`src/rtl/vram_write_buffer_pkg.sv`:
```
// Shared definitions for the VRAM posted-write buffer.
// Optional feature macro: VRAM_WBUF_COALESCE_EN (store coalescing on the newest entry).
package vram_write_buffer_pkg;

  // Default VRAM geometry
  localparam int VRAM_ADDR_W = 16;
  localparam int VRAM_DATA_W = 16;
  localparam int VRAM_DEPTH  = 8;

  // Drain FSM encodings
  typedef enum logic {
    ST_IDLE  = 1'b0,
    ST_ISSUE = 1'b1
  } wbuf_state_e;

  // Occupancy counter width: must represent 0..depth inclusive
  function automatic int lvl_width(input int depth);
    return $clog2(depth) + 1;
  endfunction

endpackage

```
`src/rtl/vram_write_buffer_if.sv`:
```
// CPU-store / VRAM-write bus bundle for the VRAM posted-write buffer.
// master = CPU/VGA side that drives stores and blanking, slave = the buffer.
interface vram_write_buffer_if
  import vram_write_buffer_pkg::*;
#(
  parameter int ADDR_W = VRAM_ADDR_W,
  parameter int DATA_W = VRAM_DATA_W,
  parameter int DEPTH  = VRAM_DEPTH
) ();

  localparam int LVL_W = lvl_width(DEPTH);

  logic              cpu_we;
  logic [ADDR_W-1:0] cpu_addr;
  logic [DATA_W-1:0] cpu_data;
  logic              cpu_full;
  logic              vga_blank;
  logic              vram_we;
  logic [ADDR_W-1:0] vram_addr;
  logic [DATA_W-1:0] vram_data;
  logic              ovf;
  logic [LVL_W-1:0]  level;

  modport master (
    output cpu_we, cpu_addr, cpu_data, vga_blank,
    input  cpu_full, vram_we, vram_addr, vram_data, ovf, level
  );

  modport slave (
    input  cpu_we, cpu_addr, cpu_data, vga_blank,
    output cpu_full, vram_we, vram_addr, vram_data, ovf, level
  );

endinterface

```
`src/rtl/vram_write_buffer_sync_fifo.sv`:
```
// Synchronous FIFO for the VRAM write buffer: push at tail, pop at head,
// occupancy counter, plus an overwrite port on the newest (tail-1) entry
// used for store coalescing. The caller never pushes and overwrites together.
module vram_write_buffer_sync_fifo
  import vram_write_buffer_pkg::*;
#(
  parameter int WIDTH = 32,
  parameter int KEY_W = 16,
  parameter int DEPTH = 8,
  parameter int LVL_W = lvl_width(DEPTH)
) (
  input  logic             clki,
  input  logic             rst,
  input  logic             push,
  input  logic [WIDTH-1:0] push_data,
  input  logic             pop,
  input  logic             ovw,
  input  logic [WIDTH-1:0] ovw_data,
  output logic [WIDTH-1:0] head_data,
  output logic [KEY_W-1:0] tail_key,
  output logic [LVL_W-1:0] level
);

  localparam int PTR_W = $clog2(DEPTH);

  logic [WIDTH-1:0] mem_r [DEPTH];
  logic [PTR_W-1:0] wr_ptr_r;
  logic [PTR_W-1:0] rd_ptr_r;
  logic [PTR_W-1:0] tail_ptr_s;
  logic [LVL_W-1:0] level_r;

  assign tail_ptr_s = wr_ptr_r - PTR_W'(1);
  assign head_data  = mem_r[rd_ptr_r];
  assign tail_key   = mem_r[tail_ptr_s][WIDTH-1 -: KEY_W];
  assign level      = level_r;

  // Storage array: new entry at tail, or in-place rewrite of the newest entry
  always_ff @(posedge clki) begin
    if (push) begin
      mem_r[wr_ptr_r] <= push_data;
    end else if (ovw) begin
      mem_r[tail_ptr_s] <= ovw_data;
    end
  end

  // Pointers wrap naturally (power-of-two depth); level tracks occupancy
  always_ff @(posedge clki or posedge rst) begin
    if (rst) begin
      wr_ptr_r <= PTR_W'(0);
      rd_ptr_r <= PTR_W'(0);
      level_r  <= LVL_W'(0);
    end else begin
      if (push) begin
        wr_ptr_r <= wr_ptr_r + PTR_W'(1);
      end
      if (pop) begin
        rd_ptr_r <= rd_ptr_r + PTR_W'(1);
      end
      case ({push, pop})
        2'b10:   level_r <= level_r + LVL_W'(1);
        2'b01:   level_r <= level_r - LVL_W'(1);
        default: level_r <= level_r;
      endcase
    end
  end

endmodule

```
`src/rtl/vram_write_buffer.sv`:
```
// Posted-write buffer between the CPU bus and the VGA framebuffer write port.
// CPU stores are queued and drained into VRAM one per clock, only while the
// VGA timing reports blanking. Optional macro VRAM_WBUF_COALESCE_EN merges a
// store into the newest queued entry when the addresses match.
module vram_write_buffer
  import vram_write_buffer_pkg::*;
#(
  parameter int ADDR_W = VRAM_ADDR_W,
  parameter int DATA_W = VRAM_DATA_W,
  parameter int DEPTH  = VRAM_DEPTH
) (
  input logic             clki,
  input logic             rst,
  vram_write_buffer_if.slave bus
);

  localparam int LVL_W = lvl_width(DEPTH);
  localparam int ENT_W = ADDR_W + DATA_W;

  wbuf_state_e       state_r;
  wbuf_state_e       state_nxt_s;
  logic [LVL_W-1:0]  level_s;
  logic [LVL_W-1:0]  lvl_after_s;
  logic [ENT_W-1:0]  head_s;
  logic [ADDR_W-1:0] tail_addr_s;
  logic              full_s;
  logic              pop_s;
  logic              push_s;
  logic              coal_s;
  logic              drop_s;
  logic              vram_we_r;
  logic [ADDR_W-1:0] vram_addr_r;
  logic [DATA_W-1:0] vram_data_r;
  logic              ovf_r;

  vram_write_buffer_sync_fifo #(
    .WIDTH (ENT_W),
    .KEY_W (ADDR_W),
    .DEPTH (DEPTH),
    .LVL_W (LVL_W)
  ) u_fifo (
    .clki      (clki),
    .rst       (rst),
    .push      (push_s),
    .push_data ({bus.cpu_addr, bus.cpu_data}),
    .pop       (pop_s),
    .ovw       (coal_s),
    .ovw_data  ({bus.cpu_addr, bus.cpu_data}),
    .head_data (head_s),
    .tail_key  (tail_addr_s),
    .level     (level_s)
  );

`ifndef VRAM_WBUF_COALESCE_EN
  logic tail_unused_s;
  assign tail_unused_s = ^tail_addr_s;
`endif

  // Store admission: pop, coalesce, push or drop for the current cycle
  always_comb begin
    full_s = (level_s == LVL_W'(DEPTH));
    pop_s  = (state_r == ST_ISSUE) && (level_s != LVL_W'(0));
`ifdef VRAM_WBUF_COALESCE_EN
    // The newest entry is only safe to rewrite if it is not leaving this cycle
    coal_s = bus.cpu_we && (level_s != LVL_W'(0)) && (tail_addr_s == bus.cpu_addr) &&
             !(pop_s && (level_s == LVL_W'(1)));
`else
    coal_s = 1'b0;
`endif
    push_s      = bus.cpu_we && !coal_s && (!full_s || pop_s);
    drop_s      = bus.cpu_we && !coal_s && full_s && !pop_s;
    lvl_after_s = level_s + LVL_W'(push_s) - LVL_W'(pop_s);
  end

  // Drain FSM next state: keep issuing while blanking and entries remain
  always_comb begin
    state_nxt_s = state_r;
    case (state_r)
      ST_IDLE: begin
        if ((level_s != LVL_W'(0)) && bus.vga_blank) begin
          state_nxt_s = ST_ISSUE;
        end else begin
          state_nxt_s = ST_IDLE;
        end
      end
      ST_ISSUE: begin
        if ((lvl_after_s != LVL_W'(0)) && bus.vga_blank) begin
          state_nxt_s = ST_ISSUE;
        end else begin
          state_nxt_s = ST_IDLE;
        end
      end
      default: state_nxt_s = ST_IDLE;
    endcase
  end

  // Drain FSM state register
  always_ff @(posedge clki or posedge rst) begin
    if (rst) begin
      state_r <= ST_IDLE;
    end else begin
      state_r <= state_nxt_s;
    end
  end

  // VRAM write port registers (hold last write) and sticky overflow flag
  always_ff @(posedge clki or posedge rst) begin
    if (rst) begin
      vram_we_r   <= 1'b0;
      vram_addr_r <= ADDR_W'(0);
      vram_data_r <= DATA_W'(0);
      ovf_r       <= 1'b0;
    end else begin
      vram_we_r <= pop_s;
      if (pop_s) begin
        vram_addr_r <= head_s[ENT_W-1 -: ADDR_W];
        vram_data_r <= head_s[DATA_W-1:0];
      end
      if (drop_s) begin
        ovf_r <= 1'b1;
      end
    end
  end

  assign bus.cpu_full  = full_s;
  assign bus.vram_we   = vram_we_r;
  assign bus.vram_addr = vram_addr_r;
  assign bus.vram_data = vram_data_r;
  assign bus.ovf       = ovf_r;
  assign bus.level     = level_s;

endmodule

```
`src/flat_wrapper.sv`:
```
// flat-port wrapper written by rule: the top's interface ports become plain ports
module vram_write_buffer_flat import vram_write_buffer_pkg::*;
#(
  parameter int ADDR_W = VRAM_ADDR_W,
  parameter int DATA_W = VRAM_DATA_W,
  parameter int DEPTH  = VRAM_DEPTH
)
  (clki, rst, bus_cpu_we, bus_cpu_addr, bus_cpu_data, bus_vga_blank, bus_cpu_full, bus_vram_we, bus_vram_addr, bus_vram_data, bus_ovf, bus_level);
  vram_write_buffer_if #(.ADDR_W(ADDR_W), .DATA_W(DATA_W), .DEPTH(DEPTH)) bus_i ();
  input logic clki;
  input logic rst;
  input wire logic [$bits(bus_i.cpu_we)-1:0] bus_cpu_we;
  input wire logic [$bits(bus_i.cpu_addr)-1:0] bus_cpu_addr;
  input wire logic [$bits(bus_i.cpu_data)-1:0] bus_cpu_data;
  input wire logic [$bits(bus_i.vga_blank)-1:0] bus_vga_blank;
  output wire logic [$bits(bus_i.cpu_full)-1:0] bus_cpu_full;
  output wire logic [$bits(bus_i.vram_we)-1:0] bus_vram_we;
  output wire logic [$bits(bus_i.vram_addr)-1:0] bus_vram_addr;
  output wire logic [$bits(bus_i.vram_data)-1:0] bus_vram_data;
  output wire logic [$bits(bus_i.ovf)-1:0] bus_ovf;
  output wire logic [$bits(bus_i.level)-1:0] bus_level;
  assign bus_i.cpu_we = bus_cpu_we;
  assign bus_i.cpu_addr = bus_cpu_addr;
  assign bus_i.cpu_data = bus_cpu_data;
  assign bus_i.vga_blank = bus_vga_blank;
  assign bus_cpu_full = bus_i.cpu_full;
  assign bus_vram_we = bus_i.vram_we;
  assign bus_vram_addr = bus_i.vram_addr;
  assign bus_vram_data = bus_i.vram_data;
  assign bus_ovf = bus_i.ovf;
  assign bus_level = bus_i.level;
  vram_write_buffer #(.ADDR_W(ADDR_W), .DATA_W(DATA_W), .DEPTH(DEPTH)) u_core (.clki(clki), .rst(rst), .bus(bus_i));
endmodule
```
`config.mk`:
```
export PLATFORM = sky130hd
export DESIGN_NAME = vram_write_buffer_flat
export DESIGN_NICKNAME = d
export VERILOG_FILES = /design/src/rtl/vram_write_buffer_pkg.sv /design/src/rtl/vram_write_buffer_if.sv /design/src/rtl/vram_write_buffer_sync_fifo.sv /design/src/rtl/vram_write_buffer.sv /design/src/flat_wrapper.sv
export SDC_FILE = /design/constraint.sdc
export NUM_CORES = 1
export LEC_CHECK = 0
export ABC_CLOCK_PERIOD_IN_PS = 4900
export CAP_MARGIN = 20
export CORE_ASPECT_RATIO = 1.1
export CORE_UTILIZATION = 63
export CTS_CLUSTER_SIZE = 25
export DETAILED_ROUTE_END_ITERATION = 8
export DONT_BUFFER_PORTS = 1
export PLACE_DENSITY = 0.79
export SYNTH_ARGS = -nofsm -noshare
export SYNTH_HDL_FRONTEND = slang
export SYNTH_SLANG_ARGS = --single-unit
export TNS_END_PERCENT = 10
```
`constraint.sdc`:
```
create_clock -name clki -period 4.9 [get_ports clki]
set_input_delay 0.49 -clock clki [delete_from_list [all_inputs] [get_ports clki]]
set_output_delay 0.49 -clock clki [all_outputs]
set_load 0.005 [all_outputs]
```
* After elaboration in Yosys (flattened, before gate mapping)
Memory sizes are Yosys's and may differ from the RTL's. A register that Yosys moved wholly into a read port is not among the register bits.
Cells that the tools add are included.
** Word-level totals
- Flip-flop bits (word level) :: 13
- RAM bits :: 256
- Memories kept :: 1
** Operators by class
- Add/subtract/negate cells :: 6
- Equal/unequal tests :: 3
- Muxes and demuxes :: 6
- Bitwise logic cells :: 1
- Reduce and logical (&&, ||, !) cells :: 12
** Memories
- u_core.u_fifo.mem_r :: depth 8, width 32, rd ports 1, clocked after Yosys merged registers in 1, write ports 1, RTL line vram_write_buffer_sync_fifo.sv:26 : logic [WIDTH-1:0] mem_r [DEPTH];
** Operators by type and width (count)
- $pmux W4 S2 :: 1
- $reduce_bool A4 Y1 :: 2
- $add A3 B1 Y3 const B :: 2
- $logic_and A1 B1 Y1 :: 6
- $add A4 B1 Y4 :: 1
- $add A4 B1 Y4 const B :: 1
- $eq A4 B4 Y1 const B :: 1
- $mux W1 :: 4
- $sub A4 B1 Y4 :: 1
- $sub A4 B1 Y4 const B :: 1
- $eq A2 B1 Y1 const B :: 1
- $eq A2 B2 Y1 const B :: 1
- $logic_not A1 Y1 :: 2
- $pmux W1 S2 :: 1
- $reduce_bool A2 Y1 :: 1
- $logic_or A1 B1 Y1 :: 1
- $not A1 Y1 :: 1

* Depth between registers and ports, before layout
- Depth after elaboration :: 10
- Depth in mapped cells :: 12
- Mapped depth without buffers :: 12

* By module
Synthesis repeated with hierarchy kept, for this count alone.
** Second synthesis, totals
- Cell total of the unflattened synthesis :: 638
- Area, all modules :: 13362.8 um^2
** By module, submodules not included
- vram_write_buffer_sync_fifo :: times used 1, cells an instance 534, area each 11693.7 um^2
- vram_write_buffer :: times used 1, cells an instance 104, area each 1669.1 um^2

* Worst setup path before layout
Ideal clock, no wire load.
- Kind :: register -> register
- Start point :: register u_core.u_fifo.level_r[2], in the netlist u_core.u_fifo.level[2]
- End point :: memory u_core.u_fifo.mem_r[0][0], enable pin
- Arrival :: 3336 ps
- Slack :: 1103 ps
- Stages on the path, launching flop included :: 7
- Buffers on the path :: 0
- Period minus slack after synthesis :: 3797 ps
- Cells stage by stage :: dfrtp_1 -> inv_1 -> ha_1 -> or3b_1 -> o21a_1 -> nand2b_1 -> nor3_1
** Between the ends
- Word-level cells in the longest chain between the ends :: 6
- Elaborated cells on any way between the ends :: 8
- Those cells by class :: eq/ne: 1; mux: 2; reduce/logical: 5
** RTL lines
- from (decl) :: RTL line vram_write_buffer_sync_fifo.sv:30 : logic [LVL_W-1:0] level_r;
- from (signal assigned) :: RTL line vram_write_buffer_sync_fifo.sv:60 : 2'b10: level_r <= level_r + LVL_W'(1);
- from (signal assigned) :: RTL line vram_write_buffer_sync_fifo.sv:61 : 2'b01: level_r <= level_r - LVL_W'(1);
- from (signal assigned) :: RTL line vram_write_buffer_sync_fifo.sv:62 : default: level_r <= level_r;
- $eq A4 B4 Y1 or $reduce_bool A4 Y1 (tied branches) :: RTL line vram_write_buffer.sv:61, vram_write_buffer.sv:62
- $logic_not A1 Y1 or $logic_and A1 B1 Y1 (tied branches) :: RTL line vram_write_buffer.sv:70, vram_write_buffer.sv:62
- $logic_or A1 B1 Y1 (*) :: RTL line vram_write_buffer.sv:70 : push_s = bus.cpu_we && !coal_s && (!full_s || pop_s);
- $logic_and A1 B1 Y1 (*) :: RTL line vram_write_buffer.sv:70
- $mux W1 (*) :: RTL line vram_write_buffer_sync_fifo.sv:39 : if (push) begin
- $mux W1 (not written as such) (*) :: RTL line vram_write_buffer_sync_fifo.sv:40 : mem_r[wr_ptr_r] <= push_data;
- to (decl) :: RTL line vram_write_buffer_sync_fifo.sv:26
Every way passes the cells marked *; elsewhere a longest branch is shown, timed or not.

* Final worst setup path
- Start point :: register u_core.u_fifo.level_r[2], in the netlist u_core.u_fifo.level[2]
- End point :: register u_core.state_r
** Between the ends
- Word-level cells in the longest chain between the ends :: 10
- Elaborated cells on any way between the ends :: 14
- Those cells by class :: add/sub: 2; eq/ne: 1; mux: 3; reduce/logical: 8
** RTL lines
- $eq A4 B4 Y1 or $reduce_bool A4 Y1 (tied branches) :: RTL line vram_write_buffer.sv:61, vram_write_buffer.sv:62, vram_write_buffer.sv:80
- $logic_not A1 Y1 or $logic_and A1 B1 Y1 (tied branches) :: RTL line vram_write_buffer.sv:70, vram_write_buffer.sv:62
- $logic_or A1 B1 Y1 :: RTL line vram_write_buffer.sv:70
- $logic_and A1 B1 Y1 :: RTL line vram_write_buffer.sv:70
- $add A4 B1 Y4 :: RTL line vram_write_buffer.sv:72 : lvl_after_s = level_s + LVL_W'(push_s) - LVL_W'(pop_s);
- $sub A4 B1 Y4 :: RTL line vram_write_buffer.sv:72
- $reduce_bool A4 Y1 :: RTL line vram_write_buffer.sv:87 : if ((lvl_after_s != LVL_W'(0)) && bus.vga_blank) begin
- $logic_and A1 B1 Y1 :: RTL line vram_write_buffer.sv:87
- $mux W1 :: RTL line vram_write_buffer.sv:87
- $pmux W1 S2 (*) :: RTL line vram_write_buffer.sv:78 : case (state_r)
- via u_core.state_nxt_s :: RTL line vram_write_buffer.sv:21 : wbuf_state_e state_nxt_s;
- to (signal assigned) :: RTL line vram_write_buffer.sv:102 : state_r <= state_nxt_s;
- to (decl) :: RTL line vram_write_buffer.sv:20 : wbuf_state_e state_r;
The timed path passes the listed nets; every way through them passes the cells marked *.
A chain may end at the register's enable or synchronous reset.

==> flow_summary.json <==
{
  "run_status": "completed",
  "cap_violations": 0,
  "finalWirelength_mm": 21.4,
  "postSynthAreaPerCell_um2": 16.7,
  "numPlacedInstances": 917,
  "path_cells": "inv_1 > ha_1 > or3b_4 > nand2_4 > o21ai_2 > inv_1 > ha_1 > inv_1 > fa_1 > xnor2_1 > nor3_1 > a21oi_1",
  "cpPeakStageDelay_ns": 0.43,
  "floorplan.initialDensity": 0.640,
  "tightestPinTransition_ns": 1.14,
  "hold_path_startpoint": "bus_cpu_data[10]",
  "timing.hold.worst_path_depth": 0,
  "synth.yosys.warnings": 0,
  "dieHeight_um": 145,
  "power_leakage_nw": 4.83,
  "timing.slew.headroom": 0.238,
  "crit_buf_inv": 3,
  "dp_slack_ns": 1.89,
  "fin_worst_hold_slack_ns": 0.0415,
  "grt.overflow.total": 0,
  "capture_point_of_the_worst_reg_to_reg_path": "u_core.state_r",
  "number_of_antenna_violating_nets_in_the_routed_design": 0,
  "pwr_density_cell_mw_per_mm2": 606,
  "regToRegSetupSlack_ns": 1.85,
  "design.portCount": 75,
  "endpoint_of_the_worst_hold_path": "u_core.u_fifo.mem_r[0][10]",
  "post_dr_wirelength_cell_um": 22.0,
  "drt_iter0_drc": 408,
  "r2r_cells": 12,
  "clock_sinks": 301,
  "area_delta_synth_final_pct": 10.7,
  "layout_min_cycle_time_ns": 3.05,
  "clock_latency_ns": 0.54,
  "path_max_fanout": 37,
  "post_route_cells_drive_above_1_share": 0.0997,
  "antenna_found_initial": 0,
  "synth_area_mm2": 0.0117,
  "reg2reg_from": "u_core.u_fifo.level[2]",
  "finalMaxSlewViolations": 0,
  "period_share": 0.622,
  "finClkSkew_ns": 0.0164,
  "drt_first_pass_iters": 5,
  "die_x_um": 132,
  "core_area_mm2": 0.0183,
  "numCtsBuffers": 29,
  "final_cell_area_mm2": 0.0130,
  "crit_arrival_ns": 3.46,
  "worst-endpoint-required_ns": 5.31,
  "crit_path_start_kind": "register",
  "gpl_congestion": 0.870,
  "antenna_cells": 0,
  "crit_path_end_kind": "register",
  "maximum_number_of_pins_on_one_net_before_global_route_repair": 65,
  "final-instance-count-excl-fill": 975,
  "clk_root_buffer_cell": "sky130_fd_sc_hd__clkbuf_16",
  "final_nets": 756,
  "yosysSeqAreaShare": 0.751,
  "post-layout-total-power_mw": 7.87,
  "port_buffers": 0,
  "synth_cell_type_count": 33,
  "postSynth.topFlopCell": "sky130_fd_sc_hd__edfxtp_1",
  "setup_viol": 0,
  "vdd_ir_drop_max_v": 0.000372,
  "viasPerCell": 6.06,
  "timing.critical_path.slowest_stage_cell": "sky130_fd_sc_hd__or3b_4",
  "hold_path.class": "in2reg",
  "cts_resized": 0,
  "cts.path.max_buffers": 3,
  "dieArea_mm2": 0.0192,
  "setup_ws_ns": 1.85,
  "grt_use_total": 0.229,
  "wire_length_of_the_first_global_routing_pass_mm": 33.7,
  "post_dp_cell_area_mm2": 0.0120,
  "grt_pass1_vias": 6246,
  "timing.setup.critical_path_class": "reg2reg",
  "hpwlAfterDp_mm": 11.6,
  "clock_tree_from_tritoncts": "yes",
  "cpLargestDelayFamily": "simple AND/OR/NAND/NOR gates",
  "setup_tns_ns": 0,
  "postSynthRegisterBits": 301,
  "synthesis.instances": 705,
  "finish.utilization": 0.709,
  "report.final.hold_viol_count": 0,
  "cts.clk_slew.worst_paths_ns": 0.06,
  "rows": 52,
  "ys_async_sr_fraction": 0.150,
  "count_of_vias_placed_by_the_detailed_router": 5913,
  "ctsHtreeMaxLevel": 1,
  "synthesized_nets": 752,
  "rsz0062_at_grt": "no",
  "fillerInstances": 1132,
  "remaining_drc_errors": 0,
  "synth-edff-count": 256,
  "critical-path-top-cell-by-count": "sky130_fd_sc_hd__inv_1",
  "max_freq_mhz": 328
}
-- power by group --
group	internal (mW)	switching, mW
Combinational	0.811	1.18
Sequential	3.29	0.391
Clock	1.30	0.892
-- final cells by class --
type	instances	area, um2	share of cell area
Sequential cell	301	8820	0.678
Multi-Input combinational cell	357	2760	0.213
Clock buffer	45	856	0.0658
Tap cell	243	304	0.0234
Timing Repair Buffer	9	115	0.00885
Clock inverter	9	104	0.00799
Inverter	11	41.3	0.00318
-- logic make-up (layout without fill, tap and decap cells) --
kind of cell               after synthesis  after routing  share of synthesized area
xor gates and xnor gates                 8              8                    0.00597
muxes                                  132            132                      0.113
buffers and inverters                   47             74                     0.0205
DFF                                    301            301                      0.751
AOI/OAI and AO/OA                       76             76                     0.0481
and+or+nand+nor                        130            130                     0.0491
adders and majority gates               11             11                     0.0130
-- layout by cell type (no fill, tap or decap), types with 9 or more instances in the layout --
master and n:
sky130_fd_sc_hd__mux2i_1 132, sky130_fd_sc_hd__ha_1 9, sky130_fd_sc_hd__dfrtp_1 44, sky130_fd_sc_hd__clkbuf_16 29, sky130_fd_sc_hd__nand3_1 32, sky130_fd_sc_hd__edfxtp_1 256, sky130_fd_sc_hd__a22oi_1 64, sky130_fd_sc_hd__clkbuf_1 9
sky130_fd_sc_hd__inv_1 9, sky130_fd_sc_hd__nand2_1 77
-- synth_stat cells, types with 7 or more instances --
cell	n	area share
sky130_fd_sc_hd__buf_2	12	0.0051
sky130_fd_sc_hd__buf_4	13	0.0083
sky130_fd_sc_hd__clkbuf_1	11	0.0035
sky130_fd_sc_hd__nand2_1	77	0.025
sky130_fd_sc_hd__dfrtp_1	45	0.096
sky130_fd_sc_hd__nor2_1	7	0.0022
sky130_fd_sc_hd__mux2i_1	132	0.11
sky130_fd_sc_hd__nand3_1	32	0.014
sky130_fd_sc_hd__edfxtp_1	256	0.65
sky130_fd_sc_hd__inv_1	10	0.0032
sky130_fd_sc_hd__a22oi_1	64	0.041
sky130_fd_sc_hd__ha_1	9	0.0096
sky130_fd_sc_hd__xnor2_1	7	0.0052
-- worst max-delay path by stage --
stage	start	to	cells after the start
finish	u_core.u_fifo.level[2]	u_core.state_r	12
global placement	u_core.u_fifo.level[2]	u_core.state_r	12
CTS	u_core.u_fifo.level[2]	u_core.state_r	12
detailed placement	u_core.u_fifo.level[2]	u_core.state_r	12
floorplan	u_core.u_fifo.level[2]	u_core.u_fifo.mem_r[0][0]	6
global route	u_core.u_fifo.level[2]	u_core.state_r	12
-- per-layer routing --
metal | GRT usage | wire (um) | vias to the layer above
met5 | 0 | 0 | -
met4 | 0.0756 | 400 | 0
met3 | 0.0482 | 1640 | 38
met2 | 0.392 | 10900 | 178
met1 | 0.293 | 8500 | 2993
li1 | - | - | 2704
-- worst register-to-register path, stage by stage (launching register included) --
cell	delay, ns
sky130_fd_sc_hd__dfrtp_1	0.41
sky130_fd_sc_hd__inv_1	0.16
sky130_fd_sc_hd__ha_1	0.23
sky130_fd_sc_hd__or3b_4	0.43
sky130_fd_sc_hd__nand2_4	0.42
sky130_fd_sc_hd__o21ai_2	0.19
sky130_fd_sc_hd__inv_1	0.09
sky130_fd_sc_hd__ha_1	0.16
sky130_fd_sc_hd__inv_1	0.05
sky130_fd_sc_hd__fa_1	0.38
sky130_fd_sc_hd__xnor2_1	0.14
sky130_fd_sc_hd__nor3_1	0.17
sky130_fd_sc_hd__a21oi_1	0.08
-- what timing repair did --
action	CTS	global route
hold buffers	0	1
hold endpoints to repair	0	14
setup buffers	0	0
-- flip-flops by register name (all words and copies together) (netlist names) --
name / flops
u_core.bus.vram_data: 16
u_core.u_fifo.rd_ptr_r: 3
u_core.u_fifo.level: 4
u_core.state_r: 1
u_core.u_fifo.wr_ptr_r: 3
u_core.u_fifo.mem_r: 256
u_core.bus.vram_addr: 16
u_core.bus.ovf: 1
u_core.bus.vram_we: 1
(Power assumes the default switching activity.)
